<file path="src/rtl/rle_flash_prefetch.sv">
// Flash streaming front-end: issues SPI start/continue/stop, buffers words in a prefetch FIFO, keeps replay slots.
// Latency: fetch_en in IDLE gives a start pulse after 1 cycle; out_valid rises 1 cycle after a word is captured.
// Backpressure: out_valid/out_ready; a new word is requested only when a FIFO entry is free, otherwise the read is parked.
module rle_flash_prefetch #(
    parameter int DATA_WIDTH_BYTES = 2,
    parameter int ADDR_BITS        = 24,
    parameter int FIFO_DEPTH       = 4,
    parameter int NUM_SLOTS        = 2,
    localparam int SLOT_BITS       = (NUM_SLOTS > 1) ? $clog2(NUM_SLOTS) : 1,
    localparam int DW              = 8 * DATA_WIDTH_BYTES
) (
    input  logic                 clk,
    input  logic                 rst,
    input  logic                 fetch_en,
    input  logic                 stop,
    input  logic                 save_addr,
    input  logic                 load_addr,
    input  logic                 clear_addr,
    input  logic [SLOT_BITS-1:0] slot_sel,
    output logic [DW-1:0]        out_data,
    output logic                 out_valid,
    input  logic                 out_ready,
    output logic [ADDR_BITS-1:0] spi_addr,
    output logic                 spi_start_read,
    output logic                 spi_continue_read,
    output logic                 spi_stop_read,
    input  logic [DW-1:0]        spi_data,
    input  logic                 spi_busy
);

    localparam int BYTE_SH = $clog2(DATA_WIDTH_BYTES);
    localparam int WAB     = ADDR_BITS - BYTE_SH;
    localparam int PTR_W   = $clog2(FIFO_DEPTH);

    typedef enum logic [2:0] {IDLE, REQ_S, REQ_C, WAIT, HOLD} state_t;

    state_t           state, state_nxt;
    logic [DW-1:0]    mem [FIFO_DEPTH];
    logic [PTR_W-1:0] wr_ptr, rd_ptr;
    logic [PTR_W:0]   count, count_after;
    logic [WAB-1:0]   fetch_addr, cons_addr;
    logic [WAB-1:0]   slot [NUM_SLOTS];
    logic             slot_ok, load_eff, flush, push, pop, full;

    // Out-of-range slot indices make save and load no-ops.
    assign slot_ok   = (32'(slot_sel) < 32'(NUM_SLOTS));
    assign load_eff  = load_addr && slot_ok;
    assign flush     = stop || load_eff || clear_addr;

    assign out_valid = (count != '0);
    assign out_data  = mem[rd_ptr];
    assign full      = (count == (PTR_W+1)'(FIFO_DEPTH));
    // A flush cycle discards both the arriving word and any pop.
    assign pop       = out_valid && out_ready && !flush;
    assign push      = (state == WAIT) && !spi_busy && !flush;
    assign count_after = count + (PTR_W+1)'(1) - (PTR_W+1)'(pop);
    assign spi_addr  = ADDR_BITS'(fetch_addr) << BYTE_SH;

    // State register plus registered request/stop pulses.
    always_ff @(posedge clk) begin
        if (rst) begin
            state             <= IDLE;
            spi_start_read    <= 1'b0;
            spi_continue_read <= 1'b0;
            spi_stop_read     <= 1'b0;
        end else begin
            state             <= state_nxt;
            spi_start_read    <= (state_nxt == REQ_S);
            spi_continue_read <= (state_nxt == REQ_C);
            spi_stop_read     <= flush && (state != IDLE);
        end
    end

    // Next state: one word in flight at most, request only with a free entry.
    always_comb begin
        state_nxt = state;
        case (state)
            IDLE:    if (fetch_en) state_nxt = REQ_S;
            REQ_S:   state_nxt = WAIT;
            REQ_C:   state_nxt = WAIT;
            WAIT:    if (!spi_busy)
                         state_nxt = (fetch_en && (count_after < (PTR_W+1)'(FIFO_DEPTH))) ? REQ_C : HOLD;
            HOLD:    if (fetch_en && !full) state_nxt = REQ_C;
            default: state_nxt = IDLE;
        endcase
        if (flush) state_nxt = IDLE;
    end

    // Prefetch FIFO storage and occupancy.
    always_ff @(posedge clk) begin
        if (rst) begin
            wr_ptr <= '0;
            rd_ptr <= '0;
            count  <= '0;
            for (int i = 0; i < FIFO_DEPTH; i++) mem[i] <= '0;
        end else if (flush) begin
            wr_ptr <= '0;
            rd_ptr <= '0;
            count  <= '0;
        end else begin
            if (push) begin
                mem[wr_ptr] <= spi_data;
                wr_ptr      <= wr_ptr + PTR_W'(1);
            end
            if (pop) rd_ptr <= rd_ptr + PTR_W'(1);
            count <= count + (PTR_W+1)'(push) - (PTR_W+1)'(pop);
        end
    end

    // Fetch/consume address counters and replay slots; save samples cons_addr before this cycle's pop.
    always_ff @(posedge clk) begin
        if (rst) begin
            fetch_addr <= '0;
            cons_addr  <= '0;
            for (int i = 0; i < NUM_SLOTS; i++) slot[i] <= '0;
        end else begin
            if (clear_addr) begin
                fetch_addr <= '0;
                cons_addr  <= '0;
                for (int i = 0; i < NUM_SLOTS; i++) slot[i] <= '0;
            end else if (load_eff) begin
                fetch_addr <= slot[slot_sel];
                cons_addr  <= slot[slot_sel];
            end else if (stop) begin
                fetch_addr <= cons_addr;
            end else begin
                if (push) fetch_addr <= fetch_addr + WAB'(1);
                if (pop)  cons_addr  <= cons_addr + WAB'(1);
            end
            if (save_addr && slot_ok) slot[slot_sel] <= cons_addr;
        end
    end

endmodule
</file>
<file path="config.mk">
export PLATFORM = sky130hd
export DESIGN_NAME = rle_flash_prefetch
export DESIGN_NICKNAME = d
export VERILOG_FILES = /design/src/rtl/rle_flash_prefetch.sv
export SDC_FILE = /design/constraint.sdc
export NUM_CORES = 1
export LEC_CHECK = 0
export ABC_AREA = 1
export BUFFER_PORTS_ARGS = -buffer_cell sky130_fd_sc_hd__buf_2
export CAP_MARGIN = 5
export CORE_ASPECT_RATIO = 1.1
export CORE_MARGIN = 5
export CORE_UTILIZATION = 40
export CTS_CLUSTER_SIZE = 16
export DETAILED_ROUTE_END_ITERATION = 10
export PLACE_DENSITY = 0.57
export SYNTH_ARGS = -nofsm -noshare
export SYNTH_HDL_FRONTEND = slang
export SYNTH_SLANG_ARGS = --single-unit
</file>
<file path="constraint.sdc">
create_clock -name clk -period 5.7 [get_ports clk]
set_input_delay 0.57 -clock clk [delete_from_list [all_inputs] [get_ports clk]]
set_output_delay 0.57 -clock clk [all_outputs]
set_load 0.02 [all_outputs]
</file>
==> metrics.cfg <==
[status]
status=finished clean

[final_layout]
nets=1088
seq_area_mm2=0.00452
drive_gt1_share_pct=13.1
syn_to_final_growth_pct=12.9
nFillCells=2068
final_cell_mix=nor2_1 (240), nand2_1 (128), o21ai_0 (114)
n_antenna_cell=0
final_common_cell=nor2_1
multi_input_area_mm2=0.00329

[power]
powerDensity_mw_per_mm2=284
ir_drop_uv=211
p_leak_nw=3.69

[detailed_routing]
num_vias=6899
ant_nets=0
drtPass1Iterations=5
avgViaCountPerCell=5.20
routed_wirelength_um=21300
drt_iter0_markers=469
drc_errors=0
wire_per_inst_um=16.0

[critical_path]
cp_slowest_cell=nand2_1
cp_slowest_stage_delay_ns=1.00
critPathLaunchType=primary input
reg2reg_depth=11
crit_start=slot_sel
crit_required_ns=5.76
path_buf_inv=2
path_depth=4
crit_path_end_kind=flip-flop
critPathMaxFanout=25
path_delay_family=simple AND/OR/NAND/NOR gates
worstPathArrival_ns=3.17
worstPathCellList=buf_2, inv_1, nand3_1, nand2_1
criticalPathCategory=primary input to flip-flop
r2r-start=count[1]$_SDFF_PP0_

[placed_design]
portBuffers=68
place.gp.congestion=0.845
dp_slack_ns=2.04
hpwl_um=14900

[floorplanning]
die_area_mm2=0.0239
start_util_pct=40.7
num_rows=55
dieWidth_um=148
fp.dieH_um=162
core-area_mm2=0.0206
ios=70

[sta]
rsz0062_at_grt=false
worst_pin_slew_ns=1.00
finClkSkew_ns=0.00912
fin_ws_ns=2.59
slew_violations=0
max_freq_mhz=321
finalSetupViolCount=0
finalHoldViolations=0
finalSetupTns_ns=0
post-route-min-period_ns=3.11
timing.final.crit_share_pct=54.6
maxSlewHeadroom_pct=33.2

[clock_network]
htree_num_levels=4
tritoncts.num_buffers=17
cts_tree=built
clock_sinks=171
clk_pin_slew_ns=0.06
cts-resized-gates=0
clk_latency_ns=0.43
cts_hold_buf=0
clockBufferDepth=2
cts_setup_buffers=0
clockRootBuffer=clkbuf_16

[yosys]
async_flop_share_pct=0
ys.flop_type=edfxtp_1
ys_types=37
syn_inst=1005
synth-seq-area-share_pct=54.1
avgSynthCellArea_um2=8.32
syn_area_mm2=0.00837
synth_seq_cells=171
synthesis.nets=1036
yosysWarnings=0
synth_edf_count=110

[hold_path]
hold_path_depth=2
worstHoldStart=rst
min_path_type=primary input to flip-flop

[global_route]
antenna_found_initial=0
track_usage_pct=18.2
overflow=0
grt_max_degree=36
grt_pass1_vias=6662
grt_pass1_wl_um=34800

[flow_run]
maxCapViolCount=0

[logic make-up (layout without fill, tap and decap cells)]
| kind of cell | count (synthesis) | in the layout | share of synthesized area [%] |
|---|---|---|---|
| DFF | 171 | 171 | 54.1 |
| buffers and inverters | 136 | 201 | 6.60 |
| adders and majority gates | 5 | 5 | 0.838 |
| and+or+nand+nor | 466 | 466 | 23.4 |
| AOI/OAI and AO/OA | 216 | 216 | 14.0 |
| xor gates and xnor gates | 10 | 10 | 1.05 |
| other | 1 | 1 | 0.0448 |
[report_power, final]
group | total, mW | leakage (nW) | switching (mW) | internal, mW
registers | 1.38 | 1.67 | 0.0266 | 1.36
clock network | 1.13 | 0.270 | 0.519 | 0.611
logic | 0.171 | 1.74 | 0.123 | 0.0477
total | 2.69 | 3.69 | 0.669 | 2.02
[cells in the mapped netlist, types with 10 or more instances]
library cell	count	share of area (%)
nand3_1	48	2.9
clkbuf_1	24	1.1
inv_1	89	4.0
o22ai_1	17	1.3
edfxtp_1	110	39
a21oi_1	48	2.9
nand2_1	128	5.7
o21ai_0	118	7.1
a211oi_1	10	0.90
dfxtp_1	61	15
nor2_1	241	11
nand2_2	16	1.2
[final cells by class]
class,count,share of cell area (%)
well taps,256,3.39
flip-flops and latches,171,47.9
clock buffers,18,4.54
repair buffers,74,4.08
clock inverters,14,1.43
multi-input cells,698,34.9
inverters,95,3.78
[worst reg2reg max path, stage by stage, from the launching register on]
cell and delay, ns:
dfxtp_1 0.44, inv_1 0.06, nand3_1 0.14, nand3_2 0.14, inv_1 0.17, ha_1 0.26
inv_1 0.05, ha_1 0.13, inv_1 0.05, fa_1 0.38, or2_2 0.30, a21oi_1 0.12
[sequential cells by signal (all words and copies together) (netlist names), named ones only]
signal,flops
cons_addr,23
count,3
fetch_addr,23
mem,64
rd_ptr,2
slot,46
spi_continue_read,1
spi_start_read,1
spi_stop_read,1
state,3
wr_ptr,2
[routing by layer]
layer / global-route usage (%) / share of wire [%]
met5: 0 / 0
met3: 3.54 / 5.2
met2: 31.4 / 50
met4: 5.00 / 1.3
met1: 23.4 / 44
[path summary, 6_finish.rpt]
| kind | end | slack (ns) |
|---|---|---|
| worst max-delay path | slot[0][15]$_SDFFCE_PN0P_ | 2.59 |
| worst min-delay path | state[2]$_SDFF_PP0_ | 0.36 |
| worst max register to register | count[2]$_SDFF_PP0_ | 3.39 |
| worst min register to register | wr_ptr[0]$_SDFFE_PP0P_ | 0.52 |
[stage by stage]
stage               hold slack (ns)  power [mW]  utilization (%)  instance area (um2)  instances
floorplan                     0.473        1.52                -                 8370       1005
global placement              0.503        1.58             43.1                 8880       1294
detailed placement            0.504        1.58             43.1                 8880       1294
CTS                           0.341        2.71             45.9                 9440       1326
global route                  0.371        2.79             45.9                 9440       1326
finish                        0.358        2.69             45.9                 9440       1326
Note: power is estimated with default switching activity, not from simulation.
